## config.mk

```make
export PLATFORM = sky130hd
export DESIGN_NAME = bit_scan_seq
export DESIGN_NICKNAME = d
export VERILOG_FILES = /design/src/rtl/bit_scan_pkg.sv /design/src/rtl/ctz.sv /design/src/rtl/bit_scan_seq.sv
export SDC_FILE = /design/constraint.sdc
export NUM_CORES = 1
export LEC_CHECK = 0
export CORE_MARGIN = 2
export CORE_UTILIZATION = 40
export DETAILED_ROUTE_END_ITERATION = 16
export MAX_ROUTING_LAYER = met4
export PLACE_DENSITY = 0.62
export SLEW_MARGIN = 30
export SYNTH_ARGS = -nofsm -noshare
export SYNTH_HDL_FRONTEND = slang
export SYNTH_HIERARCHICAL = 1
export SYNTH_SLANG_ARGS = --single-unit
```

## constraint.sdc

```tcl
create_clock -name clk -period 5.6 [get_ports clk]
set_input_delay 0.56 -clock clk [delete_from_list [all_inputs] [get_ports clk]]
set_output_delay 0.56 -clock clk [all_outputs]
set_load 0.01 [all_outputs]
```

## src/rtl/bit_scan_pkg.sv

```systemverilog
// bit_scan_pkg: shared widths and FSM state encoding for the bit scanner.
package bit_scan_pkg;
    localparam int MASK_W = 32;
    localparam int IDX_W  = 5;
    localparam int CNT_W  = 6;
    typedef enum logic [1:0] {IDLE, SCAN, DONE} state_t;
endpackage

```

## src/rtl/ctz.sv

```systemverilog
// ctz: single-cycle trailing-zero count of a 32-bit word; returns 32 for zero.
module ctz (
    input  logic [31:0] a,
    output logic [5:0]  y
);
    always_comb begin
        y = 6'd32;
        for (int i = 31; i >= 0; i--) begin
            if (a[i]) y = 6'(i);
        end
    end
endmodule

```

## src/rtl/bit_scan_seq.sv

```systemverilog
// bit_scan_seq: streams the positions of the set bits of a mask, lowest first,
// over a valid/ready handshake, then pulses done with the delivered count.
module bit_scan_seq
    import bit_scan_pkg::*;
(
    input  logic              clk,
    input  logic              reset_n,
    input  logic              start_valid,
    output logic              start_ready,
    input  logic [MASK_W-1:0] mask,
    input  logic              abort,
    output logic              idx_valid,
    input  logic              idx_ready,
    output logic [IDX_W-1:0]  idx,
    output logic              idx_last,
    output logic              done,
    output logic [CNT_W-1:0]  count,
    output logic              busy
);
    state_t            state_q, state_d;
    logic [MASK_W-1:0] rem_q, rem_d, rem_lo;
    logic [CNT_W-1:0]  count_q, count_d, ctz_y;
    logic              xfer;

    ctz u_ctz (.a(rem_q), .y(ctz_y));

    assign rem_lo      = rem_q & (rem_q - MASK_W'(1));
    assign start_ready = state_q == IDLE;
    assign idx_valid   = state_q == SCAN;
    assign done        = state_q == DONE;
    assign busy        = state_q != IDLE;
    assign idx         = ctz_y[IDX_W-1:0];
    assign idx_last    = rem_lo == '0;
    assign count       = count_q;
    assign xfer        = idx_valid && idx_ready;

    always_comb begin
        state_d = state_q;
        rem_d   = rem_q;
        count_d = count_q;
        case (state_q)
            IDLE: begin
                if (start_valid) begin
                    rem_d   = mask;
                    count_d = '0;
                    state_d = (mask != '0) ? SCAN : DONE;
                end
            end
            SCAN: begin
                if (xfer) begin
                    rem_d   = rem_lo;
                    count_d = count_q + CNT_W'(1);
                end
                // an empty rem cannot occur in SCAN; leave cleanly if it ever does
                if (abort) state_d = IDLE;
                else if ((xfer && idx_last) || ctz_y[IDX_W]) state_d = DONE;
            end
            DONE:    state_d = IDLE;
            default: state_d = IDLE;
        endcase
    end

    always_ff @(posedge clk or negedge reset_n) begin
        if (!reset_n) begin
            state_q <= IDLE;
            rem_q   <= '0;
            count_q <= '0;
        end else begin
            state_q <= state_d;
            rem_q   <= rem_d;
            count_q <= count_d;
        end
    end
endmodule

```

==> results.tsv, run 1 <==
stage	metric	value	unit
run_status	status	complete, but fails checks	
run_status	violations	design-rule violations	
detailed_routing	detail-route-antenna-nets	0	
critical_path	reg2regPathDepth	7	
detailed_routing	drc	2	
power	power.density	509	nW/µm²
timing	tightestPinTransition	823	ps
timing	fmax	226	MHz
timing	setup_tns	0	ps
grt	grt_pass1_wl	13300	µm
floorplanning	start_util	41.7	%
placement	dp_hpwl	5820	µm
floorplanning	die_area	7360	µm²
synth	syn_area	2680	µm²
timing	fin_ws	1170	ps
clocking	clkTransAtPathRegs	80	ps
synth	syn-instance-count	324	
detailed_routing	num_vias	2813	
synth	synth_top_family_by_area	compound AO/OA/AOI/OAI gates	
synth	ys_warn_count	6	
grt	grt_pass1_vias	2649	
synth	yosysTopAreaCellShare	37.4	%
floorplanning	io_pins	53	
layout	final_cells	448	
detailed_routing	first_pass_iters	11	
layout	nets	408	
timing	hold_viol	0	
synth	async_flop_share	100	%
layout	diodes	0	
critical_path	critPathKind	reg2out	
layout	design_area	3360	µm²
placement	dp.cells	440	
detailed_routing	routedWlPerCell	18.1	µm
floorplanning	die_w	85.8	µm
synth	synth.area.mux_share	0.374	%
critical_path	worst_setup_path_start_kind	register	
timing	finClkSkew	4.38	ps
synth	synth_edf_count	0	
clocking	cts.sinks	40	
clocking	holdBufCountCts	0	
grt	track_usage	23.4	%
grt	antenna_found_initial	0	
critical_path	crit_path_end_kind	primary output	
grt	grt-ovfl-total	0	
grt	grt_max_degree	41	
clocking	cts_tree	built	
placement	gp_congestion	0.892	
timing	rsz0062_at_grt	false	
detailed_routing	wl	8130	µm
clocking	root_buffer	clkbuf_8	
synth	synth-simple-area-share	27.5	%
clocking	cts_max_path_buffers	2	
clocking	post_cts_resized	0	
synth	synth-xor-area-share	1.31	%
power	power_leakage	1.35	nW
job	drv_cap	0	
synth	synth.area.top_cells	dfrtp_1 37%, a22o_1 10%, o21ai_0 5.8%, nor4_1 4.9%, nand2_1 4.6%	
synth	ys_ff_latch	40	
layout	drive_gt1_share	4.58	%
critical_path	rrSetupSlack	2350	ps
clocking	worstSkewPairLatency	300	ps
synth	synth_ff_type	dfrtp_1	
power	ir_worst_vdd	0.191	mV
floorplanning	design.core.area	6420	µm²
timing	finalCritPeriodShare	79.1	%
timing	slew_violations	0	
synth	syn_nets	362	
placement	pre_cts_ws	1620	ps
synth	synth_compound_area_share	28.3	%
critical_path	crit_required	5040	ps
placement	port_buffers	52	
clocking	h-tree-depth	2	
synth	synth_top_cell_by_area	dfrtp_1	
floorplanning	die_h	85.8	µm
detailed_routing	viasPerCell	6.28	
timing	slew_headroom	45.0	%
critical_path	cp_max_fo	14	
synth	yosys.cell_types.count	51	
layout	area_delta_synth_final	25.4	%
critical_path	cp_data_arrival_time	3870	ps
clocking	cts_buffers	5	
synth	syn_avg_cell_area	8.26	µm²
placement	place_area	3230	µm²
timing	setup_viol	0	
worst_hold_path	hold_path.class	in2async	
synth	synthAdderAreaFrac	0.841	%
synth	seq_area_frac_synth	37.4	%
floorplanning	rows	29	
detailed_routing	drt_iter0_markers	222	
timing	min_period	4430	ps
clocking	cts_setup_buffers	0	
cells in the mapped netlist (5+ instances only):
cell	number
dfrtp_1	40
nand2_1	33
a22o_1	31
o21ai_0	31
nor2_1	30
nor4_1	21
nor3_1	20
clkbuf_1	12
inv_1	12
a21oi_1	9
nand4_1	6
or4_1	6
a21o_1	5
flip-flops by register name (all words and copies together), names as in the netlist:
register  count
rem_q        32
count         6
state_q       2
kinds of logic after synthesis:
| family | Yosys count |
|---|---|
| AO/OA/AOI/OAI | 108 |
| XOR/XNOR | 4 |
| adder cells (fa/ha/maj) | 2 |
| buffers and inverters | 27 |
| flip-flops | 40 |
| multiplexers | 1 |
| AND/OR/NAND/NOR | 142 |
per-layer routing:
layer  global-route usage [%]  vias up  routed length (µm)
met2                     35.5      136                3680
met5                        -        -                   0
li1                         -     1334                   -
met4                     7.36        0                 185
met1                     32.0     1326                3700
met3                     4.14       17                 562
stage by stage:
stage / hold WS [ps] / util (%) / total power [W]
floorplan: 264 / - / 0.00114
global placement: 496 / 50.3 / 0.00142
detailed placement: 497 / 50.3 / 0.00143
CTS: 422 / 52.3 / 0.00170
global route: 267 / 52.3 / 0.00183
finish: 224 / 52.3 / 0.00171
path summary, 6_finish.rpt:
| kind | startpoint | to |
|---|---|---|
| setup / recovery | rem_q[2]$_DFFE_PN0P_ | idx_last |
| min in group clk | state_q[1]$_DFFE_PN0P_ | state_q[1]$_DFFE_PN0P_ |
| hold / removal | reset_n | rem_q[13]$_DFFE_PN0P_ |
| setup reg to reg | rem_q[2]$_DFFE_PN0P_ | state_q[0]$_DFFE_PN0P_ |
| max in group asynchronous | reset_n | rem_q[7]$_DFFE_PN0P_ |
| hold reg to reg | state_q[1]$_DFFE_PN0P_ | state_q[1]$_DFFE_PN0P_ |
layout make-up:
| cell class | count | area (µm²) |
|---|---|---|
| clock inverters | 1 | 30.0 |
| flip-flops and latches | 40 | 1000 |
| fillers | 605 | 3060 |
| inverters | 13 | 48.8 |
| well taps | 77 | 96.3 |
| clock buffers | 7 | 96.3 |
| repair buffers | 53 | 526 |
| multi-input cells | 257 | 1560 |
power breakdown:
group,internal (W),switching (W),leakage (nW)
sequential,0.000408,0.000261,0.499
combinational,0.000377,0.000399,0.787
clock,0.000157,0.000109,0.0645
layout by cell type, fill, tap and decap left out, types with 2 or more instances in the layout:
cell type | netlist | layout
a2111oi_0 | 2 | 2
a211oi_1 | 4 | 4
a21o_1 | 5 | 5
a21oi_1 | 9 | 9
a22o_1 | 31 | 31
a31oi_1 | 3 | 3
and2_1 | 3 | 3
buf_4 | 0 | 2
clkbuf_8 | 0 | 7
clkdlybuf4s50_1 | 0 | 51
dfrtp_1 | 40 | 40
inv_1 | 12 | 12
nand2_1 | 33 | 33
nand3_1 | 4 | 4
nand4_1 | 6 | 6
nor2_1 | 30 | 30
nor2b_1 | 2 | 2
nor3_1 | 20 | 20
nor3b_1 | 3 | 3
nor4_1 | 21 | 21
o2111ai_1 | 2 | 2
o21ai_0 | 31 | 31
o21ai_1 | 2 | 2
o22ai_1 | 2 | 2
o31a_1 | 2 | 2
o31ai_1 | 4 | 4
or2_2 | 3 | 3
or3_1 | 4 | 4
or4_1 | 6 | 6
or4_4 | 2 | 2
xor2_1 | 3 | 3
worst max-delay path, stage by stage, from the launching register on:
cell and delay (ps):
dfrtp_1 490, or4_4 620, or2_1 400, or3_4 440
a221o_1 320, nor4_1 370, nand4_1 280, inv_1 110
clkdlybuf4s50_1 540
No activity file was read; power rests on OpenSTA's default activity.
==> inputs of run 2 (changes only) <==
==> constraint.sdc (replaced) <==
create_clock -name clk -period 4.2 [get_ports clk]
set_input_delay 0.42 -clock clk [delete_from_list [all_inputs] [get_ports clk]]
set_output_delay 0.42 -clock clk [all_outputs]
set_load 0.01 [all_outputs]
==> results.tsv, run 2 (synthesis results as in run 1) <==
stage	metric	value	unit
layout	final_cell_mix	51 x clkdlybuf4s50_1, 40 x dfrtp_1, 33 x nand2_1	
detailed_routing	drc	0	
timing	setup_viol	0	
layout	final_common_cell	clkdlybuf4s50_1	
clocking	h-tree-depth	2	
power	ir_worst_vdd	0.263	mV
timing	rsz0062_at_grt	false	
layout	design_area	3380	µm²
critical_path	cp_max_fo	14	
clocking	holdBufCountCts	0	
timing	slew_violations	0	
floorplanning	rows	29	
placement	place_area	3240	µm²
timing	min_period	4070	ps
clocking	cts_setup_buffers	0	
critical_path	setup.worst_path.end	idx_last	
power	seqPwrFrac	38.9	%
timing	hold_viol	0	
clocking	clkTransAtPathRegs	80	ps
timing	fmax	246	MHz
power	combPwrFrac	45.5	%
detailed_routing	first_pass_iters	7	
placement	gp_congestion	0.893	
critical_path	cp_data_arrival_time	3650	ps
placement	port_buffers	52	
clocking	cts_max_path_buffers	2	
timing	setup_tns	0	ps
layout	num-fill-cells	652	
layout	multiInputGateArea	1570	µm²
detailed_routing	num_vias	2792	
detailed_routing	drt_iter0_markers	153	
power	p_switching	0.00104	W
layout	largest_register_ffs	32	
layout	diodes	0	
critical_path	reg2regPathDepth	7	
detailed_routing	routedWlPerCell	18.5	µm
clocking	cts_buffers	5	
timing	hold_slack	92.7	ps
grt	grt_pass1_wl	13200	µm
floorplanning	die_h	85.8	µm
clocking	cts.sinks	40	
placement	dp_hpwl	5880	µm
layout	area_delta_synth_final	26.3	%
floorplanning	start_util	41.7	%
job	drv_cap	0	
critical_path	crit_required	3780	ps
detailed_routing	detail-route-antenna-nets	0	
timing	finClkSkew	3.02	ps
layout	nets	410	
floorplanning	die_area	7360	µm²
floorplanning	die_w	85.8	µm
grt	grt_max_degree	41	
layout	largest_register	rem_q	
power	pwr-share-clk	15.7	%
power	power	0.00231	W
grt	grt_pass1_vias	2679	
grt	track_usage	23.4	%
timing	finalCritPeriodShare	96.8	%
layout	regArea	1000	µm²
grt	antenna_found_initial	0	
critical_path	critPathKind	reg2out	
run_status	status	finished, final reports clean	
critical_path	worst_setup_path_start_kind	register	
timing	slew_headroom	42.2	%
critical_path	r2r_start	rem_q[2]$_DFFE_PN0P_	
power	swShare	45.2	%
power	power_leakage	1.36	nW
power	intPower	0.00126	W
power	power.density	682	nW/µm²
clocking	worstSkewPairLatency	300	ps
detailed_routing	viasPerCell	6.20	
timing	tightestPinTransition	865	ps
critical_path	r2r-end	state_q[0]$_DFFE_PN0P_	
clocking	root_buffer	clkbuf_8	
worst_hold_path	hold_path.class	in2async	
critical_path	crit_path_end_kind	primary output	
floorplanning	design.core.area	6420	µm²
critical_path	rrSetupSlack	1170	ps
detailed_routing	wl	8340	µm
grt	grt-ovfl-total	0	
floorplanning	io_pins	53	
layout	drive_gt1_share	5.63	%
critical_path	cp-startpoint	rem_q[2]$_DFFE_PN0P_	
clocking	cts_tree	built	
==> run 2: cell count changes in the layout (fill, tap and decap cells not counted), sizes merged <==
cell  before  now
buf        2    4
==> run 2: worst max-delay path, stage by stage, from the launching register on <==
cell	delay, ps
dfrtp_1	490
or4_4	630
or2_4	340
or3_4	390
a221o_1	320
nor4_2	320
nand4_1	230
inv_1	100
clkdlybuf4s50_1	530
==> run 2: cell type report <==
type / instances / share of cell area [%]
Clock buffer: 7 / 2.85
Tap cell: 77 / 2.85
Sequential cell: 40 / 29.6
Inverter: 13 / 1.44
Clock inverter: 1 / 0.888
Timing Repair Buffer: 55 / 16.0
Multi-Input combinational cell: 257 / 46.4
==> run 2: through the flow <==
stage | instances | setup WS (ps) | utilization [%]
after CTS | 450 | 71.5 | 52.5
final | 450 | 133 | 52.7
after floorplan | 324 | 1150 | -
after global routing | 450 | 8.86 | 52.7
after detailed placement | 442 | 308 | 50.5
after global placement | 442 | 388 | 50.5
==> run 2: worst min-delay path by stage <==
stage                                 startpoint                endpoint  slack (ps)  cells past startpoint
after floorplan                          reset_n    count[0]$_DFFE_PN0P_         120                      0
after global placement    state_q[1]$_DFFE_PN0P_  state_q[1]$_DFFE_PN0P_         510                      1
after detailed placement  state_q[1]$_DFFE_PN0P_  state_q[1]$_DFFE_PN0P_         510                      1
after CTS                                reset_n   rem_q[13]$_DFFE_PN0P_         290                      1
after global routing                     reset_n   rem_q[13]$_DFFE_PN0P_         130                      1
final                                    reset_n   rem_q[11]$_DFFE_PN0P_          90                      1
==> run 2: power by group through the flow <==
stage | clock network, W | registers [W] | logic [W]
after global routing | 0.000377 | 0.000930 | 0.00114
after floorplan | 0 | 0.000792 | 0.000733
after CTS | 0.000364 | 0.000886 | 0.00104
after global placement | 0 | 0.000880 | 0.00103
after detailed placement | 0 | 0.000891 | 0.00103
final | 0.000361 | 0.000896 | 0.00105
==> run 2: repair_timing <==
action	CTS	global route
pin swaps	0	0
endpoints found under the hold margin	0	0
endpoints found under the setup margin	1	1
resized for setup	1	1
==> run 2: routing by layer <==
layer | routed length [µm] | GRT usage, %
met1 | 3840 | 31.4
met2 | 3840 | 35.7
met3 | 530 | 5.00
met4 | 133 | 6.93
met5 | 0 | -
==> inputs of run 3 (changes only) <==
--- a/config.mk
+++ b/config.mk
@@ -9,7 +9,7 @@
 export CORE_UTILIZATION = 40
 export DETAILED_ROUTE_END_ITERATION = 16
 export MAX_ROUTING_LAYER = met4
-export PLACE_DENSITY = 0.62
+export PLACE_DENSITY = 0.65
 export SLEW_MARGIN = 30
 export SYNTH_ARGS = -nofsm -noshare
 export SYNTH_HDL_FRONTEND = slang
==> results.tsv, run 3 (synthesis results as in run 1) <==
stage	metric	value	unit
run_status	status	complete, but fails checks	
run_status	violations	design-rule violations	
timing	fin_ws	221	ps
clocking	cts_tree	built	
floorplanning	io_pins	53	
critical_path	worst_setup_path_start_kind	register	
clocking	cts.sinks	40	
clocking	cts_max_path_buffers	2	
critical_path	critPathKind	reg2out	
layout	nets	410	
grt	track_usage	23.4	%
critical_path	r2r-end	state_q[0]$_DFFE_PN0P_	
grt	grt-ovfl-total	0	
floorplanning	rows	29	
floorplanning	design.core.area	6420	µm²
layout	multiInputGateArea	1580	µm²
critical_path	cp_max_fo	10	
layout	final_common_cell	clkdlybuf4s50_1	
critical_path	crit_required	3780	ps
detailed_routing	viasPerCell	6.21	
grt	grt_pass1_wl	13400	µm
clocking	clkTransAtPathRegs	80	ps
floorplanning	die_area	7360	µm²
grt	grt_max_degree	41	
placement	port_buffers	52	
placement	pre_cts_ws	495	ps
layout	final_cell_mix	51 x clkdlybuf4s50_1, 40 x dfrtp_1, 33 x nand2_1	
clocking	root_buffer	clkbuf_8	
timing	slew_headroom	43.9	%
timing	rsz0062_at_grt	false	
clocking	h-tree-depth	2	
timing	setup_tns	0	ps
grt	busiest_layer	met2	
grt	grt_use_met2	36.8	%
layout	num-fill-cells	636	
critical_path	r2r_start	rem_q[2]$_DFFE_PN0P_	
floorplanning	die_w	85.8	µm
layout	largest_register_ffs	32	
grt	antenna_found_initial	0	
critical_path	rrSetupSlack	1250	ps
detailed_routing	detail-route-antenna-nets	0	
worst_hold_path	hold_path.class	in2async	
floorplanning	die_h	85.8	µm
timing	finalCritPeriodShare	94.7	%
power	power_leakage	1.34	nW
layout	regArea	1000	µm²
job	drv_cap	0	
detailed_routing	num_vias	2793	
layout	diodes	0	
power	ir_worst_vdd	0.250	mV
layout	largest_register	rem_q	
critical_path	reg2regPathDepth	7	
timing	fmax	251	MHz
grt	grt_pass1_vias	2602	
detailed_routing	drc	2	
detailed_routing	first_pass_iters	11	
clocking	worstSkewPairLatency	290	ps
detailed_routing	routedWlPerCell	18.1	µm
clocking	cts_buffers	5	
layout	area_delta_synth_final	25.3	%
critical_path	crit_path_end_kind	primary output	
placement	dp_hpwl	5830	µm
timing	min_period	3980	ps
floorplanning	start_util	41.7	%
timing	setup_viol	0	
timing	slew_violations	0	
timing	hold_viol	0	
detailed_routing	drt_iter0_markers	155	
timing	finClkSkew	5.78	ps
layout	drive_gt1_share	5.09	%
placement	gp_congestion	0.933	
critical_path	cp_data_arrival_time	3560	ps
clocking	cts_setup_buffers	0	
timing	tightestPinTransition	839	ps
grt	grt.met3_usage	3.27	%
power	power.density	662	nW/µm²
detailed_routing	wl	8140	µm
grt	grtUsageMet1	32.5	%
-- run 3: area by class of cell --
type	instances	area share [%]
inverter	13	1.45
timing repair buffer	55	16.1
sequential	40	29.8
clock buffer	8	2.69
tap	77	2.87
multi-input combinational	257	47.0
-- run 3: worst max-delay path by stage --
stage | startpoint | end | cells past startpoint
global route | rem_q[10]$_DFFE_PN0P_ | idx_last | 8
finish | rem_q[2]$_DFFE_PN0P_ | idx_last | 8
global placement | rem_q[2]$_DFFE_PN0P_ | idx_last | 8
CTS | rem_q[10]$_DFFE_PN0P_ | idx_last | 8
detailed placement | rem_q[2]$_DFFE_PN0P_ | idx_last | 8
floorplan | rem_q[0]$_DFFE_PN0P_ | idx_last | 10
-- run 3: per-layer routing --
layer	up-vias	routed length, µm	share of wire, %
met3	8	500	6.1
met2	104	3920	48
li1	1343	-	-
met1	1338	3650	45
met4	0	67	0.82
met5	-	0	0
-- run 3: where the power goes --
| group | switching (W) | internal, W |
|---|---|---|
| combinational | 0.000544 | 0.000512 |
| clock | 0.000132 | 0.000134 |
| sequential | 0.000353 | 0.000545 |
-- run 3: timing repair --
item,CTS,global route
setup endpoints to repair,0,1
hold buffers,0,0
resized for setup,0,3
-- run 3: critical path, stage by stage, from the launching register on --
cell,delay (ps)
dfrtp_1,480
or4_4,620
or2_1,290
or3_4,390
a221o_1,320
nor4_2,330
nand4_1,220
inv_1,90
clkdlybuf4s50_1,530
-- run 3: metrics by stage --
| step | util (%) | area (µm²) | std cells | power, W | hold WS [ps] |
|---|---|---|---|---|---|
| 6_report | 52.2 | 3350 | 450 | 0.00222 | 107 |
| 5_1_grt | 52.2 | 3350 | 450 | 0.00238 | 148 |
| 4_1_cts | 51.9 | 3330 | 450 | 0.00219 | 297 |
| 3_5_place_dp | 50.5 | 3240 | 442 | 0.00192 | 506 |
| 3_3_place_gp | 50.5 | 3240 | 442 | 0.00190 | 496 |
| 2_1_floorplan | - | 2680 | 324 | 0.00153 | 124 |
